--- src/rtl/aes_stream_pkg.sv ---
// Shared constants and index arithmetic for the byte-serial AES ShiftRows datapath.
// State bytes are numbered column-major: index = row + 4*col.
package aes_stream_pkg;

  localparam int NB_DEFAULT = 4;
  localparam int L_DEFAULT  = 4 * NB_DEFAULT;

  function automatic int blk_len(input int nb);
    return 4 * nb;
  endfunction

  // Rijndael row rotation amounts; only the 256-bit block stretches rows 2 and 3.
  function automatic int row_offset(input int nb, input int row);
    int off;
    case (row)
      1:       off = 1;
      2:       off = (nb == 8) ? 3 : 2;
      3:       off = (nb == 8) ? 4 : 3;
      default: off = 0;
    endcase
    return off;
  endfunction

  // Input index that lands at output index k; inv selects InvShiftRows.
  function automatic int map_idx(input int nb, input int k, input logic inv);
    int row;
    int col;
    int src_col;
    row = k % 4;
    col = k / 4;
    if (!inv) begin
      src_col = col + row_offset(nb, row);
      if (src_col >= nb) src_col = src_col - nb;
    end else begin
      src_col = col - row_offset(nb, row);
      if (src_col < 0) src_col = src_col + nb;
    end
    return row + 4 * src_col;
  endfunction

endpackage

--- src/rtl/shift_rows_bank.sv ---
// One block-sized register bank with its full flag and latched direction bit.
// The read port applies the ShiftRows/InvShiftRows permutation on the fly.
module shift_rows_bank
  import aes_stream_pkg::*;
#(
  parameter int W  = 8,
  parameter int NB = NB_DEFAULT,
  localparam int L  = blk_len(NB),
  localparam int IW = $clog2(L)
) (
  input  logic          clk_i,
  input  logic          rst_ni,
  input  logic          wr_en_i,
  input  logic [IW-1:0] wr_idx_i,
  input  logic [W-1:0]  wr_data_i,
  input  logic          wr_inv_i,
  input  logic          set_full_i,
  input  logic          clr_full_i,
  input  logic [IW-1:0] rd_idx_i,
  output logic          full_o,
  output logic [W-1:0]  rd_data_o
);

  logic [W-1:0]  mem_q [L];
  logic          full_q;
  logic          inv_q;
  logic [IW-1:0] src_idx;

  always_ff @(posedge clk_i or negedge rst_ni) begin
    if (!rst_ni) begin
      for (int i = 0; i < L; i++) mem_q[i] <= '0;
      full_q <= 1'b0;
      inv_q  <= 1'b0;
    end else begin
      if (wr_en_i) begin
        mem_q[wr_idx_i] <= wr_data_i;
        // Direction is a per-block property, captured with the first byte.
        if (wr_idx_i == '0) inv_q <= wr_inv_i;
      end
      if (set_full_i)      full_q <= 1'b1;
      else if (clr_full_i) full_q <= 1'b0;
    end
  end

  always_comb begin
    src_idx = IW'(map_idx(NB, int'(rd_idx_i), inv_q));
  end

  assign rd_data_o = mem_q[src_idx];
  assign full_o    = full_q;

endmodule

--- src/rtl/shift_rows_stream.sv ---
// Ping-pong byte-serial ShiftRows/InvShiftRows unit: one bank fills while the
// other drains, giving one symbol per cycle on both sides.
module shift_rows_stream
  import aes_stream_pkg::*;
#(
  parameter int W  = 8,
  parameter int NB = NB_DEFAULT
) (
  input  logic         clk,
  input  logic         rst,
  input  logic [W-1:0] in_data,
  input  logic         in_valid,
  input  logic         in_inv,
  output logic         in_ready,
  output logic [W-1:0] out_data,
  output logic         out_valid,
  output logic         out_last,
  input  logic         out_ready
);

  localparam int L  = blk_len(NB);
  localparam int IW = $clog2(L);
  localparam logic [IW-1:0] LAST_IDX = IW'(L - 1);

  // Handshake: a symbol moves when valid && ready on the same rising edge.
  // ready/valid come only from registered full flags, so neither side
  // combinationally depends on the other.
  logic          wr_bank_q, wr_bank_d;
  logic          rd_bank_q, rd_bank_d;
  logic [IW-1:0] wr_idx_q, wr_idx_d;
  logic [IW-1:0] rd_idx_q, rd_idx_d;
  logic [1:0]    full;
  logic [W-1:0]  rd_data [2];
  logic          in_fire;
  logic          out_fire;

  assign in_ready  = !full[wr_bank_q];
  assign out_valid = full[rd_bank_q];
  assign out_data  = rd_data[rd_bank_q];
  assign out_last  = out_valid && (rd_idx_q == LAST_IDX);
  assign in_fire   = in_valid && in_ready;
  assign out_fire  = out_valid && out_ready;

  for (genvar g = 0; g < 2; g++) begin : g_bank
    shift_rows_bank #(
      .W  (W),
      .NB (NB)
    ) u_bank (
      .clk_i      (clk),
      .rst_ni     (rst),
      .wr_en_i    (in_fire && (wr_bank_q == 1'(g))),
      .wr_idx_i   (wr_idx_q),
      .wr_data_i  (in_data),
      .wr_inv_i   (in_inv),
      .set_full_i (in_fire && (wr_bank_q == 1'(g)) && (wr_idx_q == LAST_IDX)),
      .clr_full_i (out_fire && (rd_bank_q == 1'(g)) && (rd_idx_q == LAST_IDX)),
      .rd_idx_i   (rd_idx_q),
      .full_o     (full[g]),
      .rd_data_o  (rd_data[g])
    );
  end

  always_comb begin
    wr_idx_d  = wr_idx_q;
    wr_bank_d = wr_bank_q;
    rd_idx_d  = rd_idx_q;
    rd_bank_d = rd_bank_q;
    if (in_fire) begin
      if (wr_idx_q == LAST_IDX) begin
        wr_idx_d  = '0;
        wr_bank_d = ~wr_bank_q;
      end else begin
        wr_idx_d = wr_idx_q + IW'(1);
      end
    end
    if (out_fire) begin
      if (rd_idx_q == LAST_IDX) begin
        rd_idx_d  = '0;
        rd_bank_d = ~rd_bank_q;
      end else begin
        rd_idx_d = rd_idx_q + IW'(1);
      end
    end
  end

  always_ff @(posedge clk or negedge rst) begin
    if (!rst) begin
      wr_idx_q  <= '0;
      wr_bank_q <= 1'b0;
      rd_idx_q  <= '0;
      rd_bank_q <= 1'b0;
    end else begin
      wr_idx_q  <= wr_idx_d;
      wr_bank_q <= wr_bank_d;
      rd_idx_q  <= rd_idx_d;
      rd_bank_q <= rd_bank_d;
    end
  end

endmodule

--- config.mk ---
export PLATFORM = sky130hd
export DESIGN_NAME = shift_rows_stream
export DESIGN_NICKNAME = d
export VERILOG_FILES = /design/src/rtl/aes_stream_pkg.sv /design/src/rtl/shift_rows_bank.sv /design/src/rtl/shift_rows_stream.sv
export SDC_FILE = /design/constraint.sdc
export NUM_CORES = 1
export LEC_CHECK = 0
export ABC_AREA = 1
export BUFFER_PORTS_ARGS = -buffer_cell sky130_fd_sc_hd__buf_2
export CAP_MARGIN = 20
export CORE_ASPECT_RATIO = 0.7
export CORE_UTILIZATION = 64
export DETAILED_ROUTE_END_ITERATION = 16
export GPL_TIMING_DRIVEN = 0
export PLACE_DENSITY = 0.8
export RECOVER_POWER = 50
export SYNTH_ARGS = -nofsm -noshare
export SYNTH_HDL_FRONTEND = slang
export SYNTH_SLANG_ARGS = --single-unit
--- constraint.sdc ---
create_clock -name clk -period 6.7 [get_ports clk]
set_clock_uncertainty 0.2 [all_clocks]
set_input_delay 0.335 -clock clk [delete_from_list [all_inputs] [get_ports clk]]
set_output_delay 0.335 -clock clk [all_outputs]
set_load 0.05 [all_outputs]
* Yosys cells after proc, flatten, opt, wreduce, memory -nomap -nowiden
Index checks and enable logic that the tools add are counted.
Word-level totals: bits in registers 270, output and inout port bits 11, word-level logic and storage cells 128
Operators by class: add/subtract/negate cells 12, $lt $le $gt $ge 11, eq/ne operators 5, mux-type cells 34, bitwise logic cells 6, reduce and logical (&&, ||, !) cells 20
Operators by type and width (number):
- bitwise mux 128 bit | 2
- two-way mux 32 bit | 4
- adder 3 x 32 -> 32 bit | 2
- binary-select mux 8 bit (select 4 bit) | 2
- >= comparator 32 x 4 -> 1 bit (second input constant) | 2
- less-than comparator 32 x 1 -> 1 bit (second input constant) | 2
- two-way mux 8 bit | 8
- subtractor 3 x 32 -> 32 bit | 2
- demux 8 bit (select 4 bit) | 1
- >= comparator 5 bit (second input constant) | 3
- inverter 4 -> 5 bit | 3
- logical AND 1 bit | 12
- two-way mux 2 bit | 6
- adder 3 x 4 -> 4 bit | 2
- adder 4 x 1 -> 4 bit (second input constant) | 2
- == test 4 bit (second input constant) | 2
- two-way mux 1 bit | 8
- two-way mux 4 bit | 2
- AND reduction 2 bit | 4
- one-hot mux 2 bit (3 select lines) | 1
- less-than comparator 5 x 1 -> 1 bit (second input constant) | 1
- adder 2 x 1 -> 2 bit (second input constant) | 2
- == test 2 bit (second input constant) | 2
- zero test 4 bit | 1
- other kinds (8) | 12

* Longest topological paths before layout
Gate-level depths: netlist of run 1.
depth after elaboration 15, depth in mapped cells 13, depth with buffers taken out 11

* Modules after synthesis
A second synthesis of run 1 with hierarchy kept.
Second synthesis, totals: cell total of the unflattened synthesis 1723, area total of the unflattened synthesis 12974.9 sq um
Modules (own cells, without submodules):
- shift_rows_bank | times used 2, cells each 810, area each 6139.6 sq um
- shift_rows_stream | times used 1, cells each 103, area each 695.7 sq um

* Worst setup path after synthesis of run 1
No wires, ideal clock.
kind flip-flop to output port, from register rd_idx_q[0], to output out_data[0], data arrival time 2374 ps, setup slack 3791 ps, cell stages (with the launch flop) 13, buffers on the path 2, cells stage by stage dfrtp_1 > clkinv_1 > clkbuf_1 > clkbuf_1 > ha_1 > inv_1 > o21ai_0 > nand2_1 > nand3_1 > nand3_1 > nand3_1 > nand3_1 > nand2_1
On the way: word-level cells in the longest chain between the ends 15
Ends and longest elaborated chain:
- start: declaration | line shift_rows_stream.sv:31 | logic [IW-1:0] rd_idx_q, rd_idx_d;
- start signal: assignment | line shift_rows_stream.sv:95 | rd_idx_q <= rd_idx_d;
- == test 2 bit or == test 2 x 1 -> 1 bit (tied branches) | line aes_stream_pkg.sv:15 | case (row)
- one-hot mux 2 bit (3 select lines) | line aes_stream_pkg.sv:15
- two-way mux 32 bit | line aes_stream_pkg.sv:31 | if (!inv) begin
- adder 3 x 32 -> 32 bit or subtractor 3 x 32 -> 32 bit (tied branches) | line aes_stream_pkg.sv:32, aes_stream_pkg.sv:35
- >= comparator 32 x 4 -> 1 bit, or another cell as far along | line aes_stream_pkg.sv:33 | if (src_col >= nb) src_col = src_col - nb;
- two-way mux 2 bit (on tied branches) | line aes_stream_pkg.sv:33, aes_stream_pkg.sv:36
- two-way mux 2 bit | line aes_stream_pkg.sv:31
- adder 3 x 4 -> 4 bit | line aes_stream_pkg.sv:38 | return row + 4 * src_col;
- inverter 4 -> 5 bit (implied by the code) | line shift_rows_bank.sv:49 | assign rd_data_o = mem_q[src_idx];
- binary-select mux 8 bit (select 4 bit) | line shift_rows_bank.sv:49
- two-way mux 8 bit (implied by the code) (2 in series) | line shift_rows_bank.sv:49
- two-way mux 8 bit (implied by the code) (*) (3 in series) | line shift_rows_stream.sv:39 | assign out_data = rd_data[rd_bank_q];
- end: declaration | line shift_rows_stream.sv:15 | output logic [W-1:0] out_data,
Every way passes the cells marked *; elsewhere a longest branch is shown, timed or not. The select of a mux whose other input is x is not followed.

* Worst setup path after layout of run 1
from register rd_idx_q[0], to output out_data[2]
The elaborated chain is that of the path after synthesis.

==> results of run 1 <==
worst min path at each step:
| stage | slack (ns) | from | end |
|---|---|---|---|
| after CTS | 0.03 | in_valid | wr_idx_q[3] |
| after floorplan | -0.16 | rst | g_bank[0].u_bank.full_o |
| after global placement | 0.26 | g_bank[0].u_bank.mem_q[120] | g_bank[0].u_bank.mem_q[120] |
| after global routing | 0.07 | in_valid | wr_idx_q[3] |
| final | 0.05 | in_valid | wr_idx_q[3] |
| after detailed placement | 0.13 | rst | g_bank[0].u_bank.mem_q[106] |
stage by stage:
stage                     area, um2  hold WS, ns  utilization, %  power [mW]  std cells
after global routing          14500       0.0669            72.9        8.54       2052
after global placement        13500        0.261            68.0        6.35       1993
after CTS                     14500       0.0258            73.0        7.92       2052
after detailed placement      13600        0.126            68.3        6.47       1995
after floorplan               13100       -0.161               -        5.22       1700
final                         14500       0.0501            72.9        8.05       2052
power breakdown:
group	internal (mW)	switching, mW	total (mW)
logic	1.11	2.84	3.95
clock network	0.813	0.637	1.45
registers	2.28	0.368	2.65
critical path, cell delays in order (launching register included):
cell,delay [ns]
dfrtp_1,0.50
clkinv_1,0.16
clkbuf_1,0.61
clkbuf_1,0.46
ha_1,0.23
inv_1,0.07
o21ai_0,0.11
nand2_1,0.16
nand3_1,0.14
nand3_1,0.29
nand3_1,0.19
nand3_1,0.13
nand2_1,0.14
buf_2,0.27
layout by cell type (no fill, tap or decap), types with 3 or more instances in the layout:
master,n
xor2_1,3
nand2_1,640
clkinv_2,7
buf_2,33
clkbuf_1,82
inv_1,84
nand3_1,150
buf_1,8
nor2_4,3
o21ai_0,220
ha_1,9
nor2_1,95
nor3_1,4
clkbuf_16,27
a21oi_1,80
dfrtp_1,270
nand4_2,7
clkbuf_8,7
nor3_4,6
dlygate4sd3_1,10
buf_6,4
and2_1,8
inv_2,3
nand3b_1,8
buf_4,4
logic make-up (layout without fill, tap and decap cells):
kind of cell / count (synthesis) / count (layout) / synth area share, %
compound gates: 301 / 301 / 11.6
xor+xnor: 3 / 3 / 0.201
fa+ha+maj: 9 / 9 / 0.861
buf+inv: 191 / 273 / 5.93
flops: 270 / 270 / 51.7
simple gates: 926 / 926 / 29.8
state kept, by name, indices dropped and copies added, names as in the netlist:
name	cells
g_bank.u_bank.mem_q	256
rd_idx_q	4
wr_idx_q	4
g_bank.u_bank.full_o	2
g_bank.u_bank.inv_q	2
rd_bank_q	1
wr_bank_q	1
timing repair:
item	CTS	global route
gates resized for setup	0	0
setup endpoints to repair	0	0
setup buffers	0	0
hold buffers	10	0
endpoints found under the hold margin	111	0
per-layer routing:
| metal | up-vias | wire [um] | share of wire (%) |
|---|---|---|---|
| li1 | 5594 | - | - |
| met1 | 5846 | 17300 | 42 |
| met2 | 720 | 17300 | 42 |
| met3 | 94 | 5030 | 12 |
| met4 | 0 | 1410 | 3.4 |
| met5 | - | 0 | 0 |
cell type report:
| class | count | area [um2] | share of cell area [%] |
|---|---|---|---|
| multi-input combinational | 1239 | 5540 | 38.2 |
| inverter | 89 | 334 | 2.30 |
| sequential | 270 | 6760 | 46.6 |
| clock buffer | 40 | 795 | 5.48 |
| clock inverter | 7 | 35.0 | 0.241 |
| tap | 270 | 338 | 2.33 |
| buffer | 102 | 442 | 3.04 |
| timing repair buffer | 35 | 269 | 1.85 |
==> key figures, run 1 <==
Status
  – Status: complete, but fails checks
  – Failing checks: capacitance limit, slew limit

STA
  – Hold Violations, Final: 0
  – Rel. slew slack: -172%
  – Fmax: 220 MHz
  – Fin crit period: 4.55 ns
  – Final setup fails: 0
  – Final Max Slew Viols: 70
  – Final Cycle Share: 67.9%
  – RSZ-0062 raised after global routing: no
  – Total negative slack: 0 ns
  – Final WS setup: 2.15 ns
  – Least-Margin Pin Slew: 4.08 ns

Critical path
  – Worst path required time: 6.16 ns
  – Endpoint kind of the worst setup timing path: primary output
  – Worst Setup SP: rd_idx_q[0]
  – FF-to-FF setup slack: 3.76 ns
  – Reg-to-Reg End: g_bank[0].u_bank.mem_q[83]
  – CP Launch Type: flop
  – Reg2reg start: wr_bank_q
  – Crit path max fanout: 11
  – Crit path arrival time: 4.02 ns
  – CP endpoint: out_data[2]
  – Kind of critical path: reg -> out
  – R2R depth: 7

Hold path
  – Hold/Removal Path Class: in -> reg
  – Hold depth: 5

Drt
  – Final wirelength: 41.0 mm
  – Drt pass-1 iters: 6
  – Residual DRC count: 0
  – Wirelength per Cell: 20.0 um
  – Post-DRT Antenna Nets: 0
  – Via count: 12,300
  – Post-DR vias/cell: 5.97
  – DR iter-0 viols: 1,812

Yosys
  – Sequential area share after synthesis: 51.7%
  – Post-synth EDFFs: 0
  – Synth area leaders: dfrtp_1 52%, nand2_1 18%, o21ai_0 8.4%
  – Post-Syn Nets: 1,722
  – Syn_area_per_cell: 7.69 um2
  – Most frequent cells after synthesis: 640 x nand2_1, 270 x dfrtp_1, 219 x o21ai_0
  – Most frequent cell after synthesis: nand2_1
  – Top cell type's share of synthesized area: 51.7%
  – Largest area contributor in the netlist: dfrtp_1
  – Post-synth ARST share: 100%
  – Yosys warns: 0
  – Post-synthesis instance total: 1,700
  – Synth cell types: 28
  – Main synth FF type: dfrtp_1
  – Yosys reg bits: 270
  – Mapped cell area: 13,100 um2

Final layout
  – Share of cells above drive strength 1: 5.95%
  – Layout area overhead: 11.0%
  – Post-layout net count: 1,785
  – Fillers: 1,626
  – # diodes: 0

Clock tree
  – H-tree depth: 1
  – Inserted Clock Buffers: 26
  – CTS tree: built
  – Worst-Skew Late Latency: 0.54 ns
  – Clock Path Buffers: 3
  – Root buf cell: clkbuf_16
  – CTS sink cnt: 270
  – CTS clk-pin slew, worst paths: 0.06 ns

GRT
  – Global route overflow: 0
  – Total GRT Usage: 40.1%
  – Number of global-route vias before repair: 11,400
  – Largest net degree at the start of global routing: 123
  – First-pass GRT wire length: 63.8 mm
  – Grt met3 use: 11.0%
  – Met2 global-route usage: 58.5%
  – Met1 usage: 57.7%
  – Busiest grt layer: met2
  – Initial antenna violation count: 0

Power and ir drop
  – PwrDens: 555 nW/um2
  – Static Leak: 7.17 nW
  – Peak VDD IR: 260 uV

Die
  – Total core area: 19,900 um2
  – Starting Density: 65.7%
  – Die area: 21,000 um2
  – Die W: 173 um
  – IO Count: 24
  – # rows: 43
  – Die span in y: 122 um

Job
  – Max Cap Violations: 1

Placed design
  – Detailed placement HPWL: 29.3 mm
  – Port Buf Inserts: 23
  – Final GP Congestion: 1.01
  – Placement Setup Slack: 2.87 ns
(Power assumes the default switching activity.)
==> inputs of run 2 (changes only) <==
--- a/config.mk
+++ b/config.mk
@@ -9,10 +9,10 @@
 export BUFFER_PORTS_ARGS = -buffer_cell sky130_fd_sc_hd__buf_2
 export CAP_MARGIN = 20
 export CORE_ASPECT_RATIO = 0.7
-export CORE_UTILIZATION = 64
+export CORE_UTILIZATION = 63
 export DETAILED_ROUTE_END_ITERATION = 16
 export GPL_TIMING_DRIVEN = 0
-export PLACE_DENSITY = 0.8
+export PLACE_DENSITY = 0.79
 export RECOVER_POWER = 50
 export SYNTH_ARGS = -nofsm -noshare
 export SYNTH_HDL_FRONTEND = slang
==> constraint.sdc (replaced) <==
create_clock -name clk -period 4.5 [get_ports clk]
set_clock_uncertainty 0.2 [all_clocks]
set_input_delay 0.225 -clock clk [delete_from_list [all_inputs] [get_ports clk]]
set_output_delay 0.225 -clock clk [all_outputs]
set_load 0.05 [all_outputs]
==> run 2 against run 1 <==
Against the previous run: design area increased by 0.36%; the flow still finishes with violations (capacitance limit, slew limit); clock power increased by 53%; largest power group unchanged; power increased by 50%; via count increased by 1.7%; global-route usage decreased by 0.079 points; critical path depth decreased by 2; first-iteration DRC count decreased by 12%; critical path type unchanged.
==> key figures, run 2 (synthesized netlist as in run 1, its figures left out) <==
Clock tree
  – H-tree depth: 1
  – Clock Path Buffers: 3
  – Worst-Skew Late Latency: 0.54 ns
  – CTS clk-pin slew, worst paths: 0.07 ns
  – CTS sink cnt: 270
  – CTS tree: built
  – Root buf cell: clkbuf_16
  – Inserted Clock Buffers: 26

Drt
  – Post-DRT Antenna Nets: 0
  – Via count: 12,500
  – Final wirelength: 41.7 mm
  – Residual DRC count: 0
  – Post-DR vias/cell: 6.06
  – DR iter-0 viols: 1,593
  – Wirelength per Cell: 20.3 um
  – Drt pass-1 iters: 8

STA
  – Hold Violations, Final: 0
  – Hold slack: 0.285 ns
  – Final setup fails: 0
  – Fmax: 232 MHz
  – Least-Margin Pin Slew: 2.20 ns
  – Rel. slew slack: -46.6%
  – Final Max Slew Viols: 89
  – Fin crit period: 4.30 ns
  – Final WS setup: 0.196 ns
  – RSZ-0062 raised after global routing: no
  – Final Cycle Share: 95.6%

Placed design
  – Final GP Congestion: 1.07
  – Placed insts: 1,995
  – Detailed placement HPWL: 29.4 mm
  – Dpl cell area: 13,600 um2
  – Port Buf Inserts: 23
  – Placement Setup Slack: 0.663 ns

Final layout
  – Share of cells above drive strength 1: 6.44%
  – Reg with most FFs: g_bank.u_bank.mem_q
  – Sequential Area: 6760 um2
  – Max FFs per register: 256
  – Most common cell after layout, fill and taps aside: nand2_1
  – Largest regs: g_bank.u_bank.mem_q x256, rd_idx_q x4, wr_idx_q x4
  – Fillers: 1,602
  – Finished layout cell area: 14,600 um2
  – Area of the multi-input gates: 5540 um2
  – Layout area overhead: 11.4%
  – Non-Filler Instances: 2,057
  – Post-layout net count: 1,791
  – Most frequent cells in the layout: 640 x nand2_1, 270 x dfrtp_1, 220 x o21ai_0, 150 x nand3_1, 95 x nor2_1

Die
  – Die W: 174 um
  – Starting Density: 65.2%
  – Die area: 21,300 um2
  – IO Count: 24
  – Die span in y: 123 um
  – Total core area: 20,100 um2
  – # rows: 43

Power and ir drop
  – Peak VDD IR: 505 uV
  – PwrDens: 831 nW/um2
  – Pwr Total: 12.1 mW
  – Static Leak: 7.21 nW

Critical path
  – Worst path required time: 4.07 ns
  – Endpoint kind of the worst setup timing path: primary output
  – Crit path max fanout: 13
  – CP Launch Type: flop
  – Crit path arrival time: 3.88 ns
  – Kind of critical path: reg -> out

Hold path
  – Hold/Removal Path Class: reg -> reg

GRT
  – Number of global-route vias before repair: 11,600
  – Global route overflow: 0
  – Largest net degree at the start of global routing: 98
  – Initial antenna violation count: 1
  – Total GRT Usage: 40.0%
  – First-pass GRT wire length: 64.4 mm

Status
  – Status: complete, but fails checks
  – Failing checks: capacitance limit, slew limit

Job
  – Max Cap Violations: 1
## run 2: cell types whose count changed in the layout (fill, tap and decap cells not counted), moves of 2 or more
cell / before / now
buf_16: 2 / 0
dlygate4sd3_1: 10 / 12
clkbuf_1: 82 / 76
clkbuf_4: 0 / 2
buf_4: 4 / 10
## run 2: routing by layer
layer  global-route usage [%]  vias to the layer above  part of all wire [%]
met3                     10.1                      120                    13
met1                     57.4                     6039                    41
met2                     58.2                      705                    42
li1                         -                     5604                     -
met5                        0                        -                     0
met4                     16.5                        0                   4.1
## run 2: area by class of cell
class	count	share of cell area (%)
flip-flops and latches	270	46.4
multi-input cells	1239	38.1
clock buffers	38	5.47
plain buffers	100	2.98
inverters	89	2.32
well taps	270	2.32
repair buffers	43	2.03
clock inverters	7	0.412
diodes	1	0.0172
## run 2: path summary, 6_finish.rpt
kind | start | to | slack, ns | cells after the start
max | rd_idx_q[0] | out_data[2] | 0.20 | 11
min | g_bank[0].u_bank.mem_q[49] | g_bank[0].u_bank.mem_q[49] | 0.28 | 2
max reg2reg | wr_bank_q | g_bank[1].u_bank.mem_q[78] | 1.42 | 8
min reg2reg | g_bank[0].u_bank.mem_q[49] | g_bank[0].u_bank.mem_q[49] | 0.28 | 2
max in group asynchronous | rst | g_bank[0].u_bank.mem_q[29] | 1.03 | 3
min in group asynchronous | rst | g_bank[1].u_bank.mem_q[86] | 0.64 | 2
## run 2: worst max-delay path, stage by stage (launching register included)
cell        delay [ns]
dfrtp_1           0.66
clkinvlp_4        0.47
clkbuf_1          0.38
ha_1              0.30
o21ai_0           0.20
nand2_1           0.16
nand3_1           0.13
nand3_1           0.28
nand3_1           0.20
nand3_1           0.09
nand2_1           0.15
buf_2             0.29
## run 2: metrics by stage
stage | util (%) | setup TNS, ns
floorplan | - | 0
global placement | 67.4 | -499.23
detailed placement | 67.8 | 0
CTS | 72.6 | 0
global route | 72.6 | 0
finish | 72.6 | 0
## run 2: timing repair
item	4_1_cts	5_1_grt
endpoints found under the hold margin	136	0
endpoints found under the setup margin	0	8
hold buffers	12	0
resized for setup	0	1
buffers inserted	0	6
## run 2: report_power, final
group | total, mW | leakage (nW) | internal, mW | switching (mW)
Sequential | 3.94 | 3.40 | 3.40 | 0.541
Clock | 2.22 | 0.431 | 1.28 | 0.943
Combinational | 5.94 | 3.38 | 1.67 | 4.26
Total | 12.1 | 7.21 | 6.35 | 5.75
==> inputs of run 3 (changes only) <==
--- a/config.mk
+++ b/config.mk
@@ -9,10 +9,10 @@
 export BUFFER_PORTS_ARGS = -buffer_cell sky130_fd_sc_hd__buf_2
 export CAP_MARGIN = 20
 export CORE_ASPECT_RATIO = 0.7
-export CORE_UTILIZATION = 63
+export CORE_UTILIZATION = 64
 export DETAILED_ROUTE_END_ITERATION = 16
 export GPL_TIMING_DRIVEN = 0
-export PLACE_DENSITY = 0.79
+export PLACE_DENSITY = 0.8
 export RECOVER_POWER = 50
 export SYNTH_ARGS = -nofsm -noshare
 export SYNTH_HDL_FRONTEND = slang
==> constraint.sdc (replaced) <==
create_clock -name clk -period 5.4 [get_ports clk]
set_clock_uncertainty 0.2 [all_clocks]
set_input_delay 0.27 -clock clk [delete_from_list [all_inputs] [get_ports clk]]
set_output_delay 0.27 -clock clk [all_outputs]
set_load 0.05 [all_outputs]
==> run 3 against run 2 <==
Against the previous run: the flow still finishes with violations (capacitance limit, slew limit); clock power fell by 19%; first-iteration DRC count grew 15%; count of clock-buffer cells in the layout is 2 higher; sequential share of layout area grew 0.14 points; flip-flop and latch count stayed put; register-to-register slack improved by 1.1 ns; wire length fell by 1.5%; design area decreased by 0.29%; utilization grew 0.37 points; sequential power shrank 16%; combinational power is 17% lower; critical path depth up 2; largest cell class unchanged.
==> key figures, run 3 (synthesized netlist as in run 1, its figures left out) <==
Status
  – Status: complete, but fails checks
  – Failing checks: capacitance limit, slew limit

Critical path
  – Crit path cell chain: clkinv_1 -> clkbuf_1 -> clkbuf_1 -> ha_1 -> inv_1 -> o21ai_0 -> nand2_1 -> nand3_1 -> nand3_1 -> nand3_1 -> nand3_1 -> nand2_1 -> buf_2
  – CP most frequent cell: nand3_1
  – Reg2reg start: wr_bank_q
  – Worst path max stage delay: 0.61 ns
  – Crit path arrival time: 4.02 ns
  – Worst Setup SP: rd_idx_q[0]
  – WP buf/inv: 5
  – Crit path max fanout: 11
  – CP max stage cell: clkbuf_1
  – CP Launch Type: flop
  – Worst path required time: 4.93 ns
  – Kind of critical path: reg -> out
  – Endpoint kind of the worst setup timing path: primary output
  – Family with the most delay on the worst path: buffers and inverters

Drt
  – Drt pass-1 iters: 6
  – Post-DR vias/cell: 5.98
  – Post-DRT Antenna Nets: 0
  – Residual DRC count: 0
  – DR iter-0 viols: 1,836
  – Via count: 12,300
  – Wirelength per Cell: 20.0 um
  – Final wirelength: 41.1 mm

Final layout
  – Most frequent cells in the layout: 640 x nand2_1, 270 x dfrtp_1, 220 x o21ai_0, 150 x nand3_1, 95 x nor2_1
  – Finished Core Util: 72.9%
  – Max FFs per register: 256
  – Layout area overhead: 11.0%
  – Largest regs: g_bank.u_bank.mem_q x256, rd_idx_q x4, wr_idx_q x4
  – Post-layout net count: 1,786
  – Share of cells above drive strength 1: 5.95%
  – Most common cell after layout, fill and taps aside: nand2_1
  – Reg with most FFs: g_bank.u_bank.mem_q
  – # diodes: 0
  – Fillers: 1,625

STA
  – Total negative slack: 0 ns
  – Least-Margin Pin Slew: 4.09 ns
  – Hold Violations, Final: 0
  – Fmax: 223 MHz
  – Rel. slew slack: -173%
  – Final WS setup: 0.911 ns
  – Final setup fails: 0
  – Final Cycle Share: 83.1%
  – Fin crit period: 4.49 ns
  – RSZ-0062 raised after global routing: no
  – Final Max Slew Viols: 70

Hold path
  – Hold/Removal Path Class: in -> reg
  – Min-delay src: out_ready

Clock tree
  – CTS tree: built
  – Root buf cell: clkbuf_16
  – H-tree depth: 1
  – Inserted Clock Buffers: 26
  – CTS clk-pin slew, worst paths: 0.06 ns
  – Clock Path Buffers: 3
  – Worst-Skew Late Latency: 0.54 ns
  – CTS sink cnt: 270
  – CTS resizes: 0
  – Post-CTS Setup Repair Bufs: 0

Power and ir drop
  – Static Leak: 7.18 nW
  – Sequential power share: 32.9%
  – Peak VDD IR: 323 uV
  – Switching power: 4.78 mW
  – P_int: 5.22 mW
  – Power share of the combinational group: 49.1%
  – PwrDens: 689 nW/um2
  – Switching power share of the total: 47.8%
  – Clock power frac: 18.0%

Die
  – IO Count: 24
  – Starting Density: 65.7%
  – Die span in y: 122 um
  – Total core area: 19,900 um2
  – Die W: 173 um
  – Die area: 21,000 um2
  – # rows: 43

GRT
  – Number of global-route vias before repair: 11,400
  – Met2 global-route usage: 58.6%
  – Initial antenna violation count: 0
  – Largest net degree at the start of global routing: 123
  – Grt met3 use: 11.0%
  – Global route overflow: 0
  – Total GRT Usage: 40.1%
  – First-pass GRT wire length: 63.8 mm
  – Busiest grt layer: met2
  – Met1 usage: 57.7%

Placed design
  – Placement Setup Slack: 1.64 ns
  – Final GP Congestion: 1.01
  – Port Buf Inserts: 23
  – Detailed placement HPWL: 29.3 mm

Job
  – Max Cap Violations: 1
-- run 3: worst register-to-register path, delay by kind of cell, from the launching register on --
kind / cells / cell delay [ns]
AOI/OAI and AO/OA: 2 / 0.86
and+or+nand+nor: 3 / 0.71
buffers and inverters: 2 / 0.57
DFF: 1 / 0.47
-- run 3: what timing repair did --
| item | in CTS | in global routing |
|---|---|---|
| endpoints found under the hold margin | 115 | 0 |
| endpoints found under the setup margin | 0 | 0 |
| hold buffers | 11 | 0 |
-- run 3: final cells by class --
type / count / area [um2] / share of cell area (%)
sequential: 270 / 6760 / 46.5
multi-input combinational: 1239 / 5540 / 38.2
clock buffer: 40 / 795 / 5.47
buffer: 102 / 442 / 3.04
tap: 270 / 338 / 2.33
inverter: 89 / 334 / 2.30
timing repair buffer: 36 / 279 / 1.92
clock inverter: 7 / 35.0 / 0.241
-- run 3: path summary, 6_finish.rpt --
| check | endpoint | slack (ns) | cells after the start |
|---|---|---|---|
| setup reg to reg | g_bank[0].u_bank.mem_q[83] | 2.47 | 7 |
| setup / recovery | out_data[2] | 0.91 | 13 |
| max in group asynchronous | g_bank[1].u_bank.mem_q[23] | 1.15 | 2 |
| hold reg to reg | g_bank[0].u_bank.mem_q[124] | 0.28 | 2 |
| min in group asynchronous | g_bank[0].u_bank.mem_q[106] | 1.51 | 2 |
| hold / removal | rd_idx_q[2] | 0.05 | 4 |
-- run 3: metal layers --
| layer | up-vias | part of all wire [%] |
|---|---|---|
| met5 | - | 0 |
| li1 | 5600 | - |
| met3 | 88 | 12 |
| met1 | 5862 | 43 |
| met2 | 720 | 42 |
| met4 | 0 | 3.4 |
-- run 3: through the flow --
stage                     hold slack, ns  cell area (um2)  instances  power [mW]
final                             0.0498            14500       2053        10.0
after global placement             0.261            13500       1993        7.88
after floorplan                   -0.226            13100       1700        6.48
after CTS                         0.0271            14500       2053        9.82
after global routing              0.0763            14500       2053        10.6
after detailed placement          0.0607            13600       1995        8.02
-- run 3: power groups by stage --
stage	logic [mW]	clock network (mW)	registers, mW
after detailed placement	4.73	0	3.29
after CTS	4.76	1.80	3.27
after floorplan	3.32	0	3.17
after global routing	5.34	1.87	3.38
final	4.91	1.80	3.29
after global placement	4.61	0	3.27
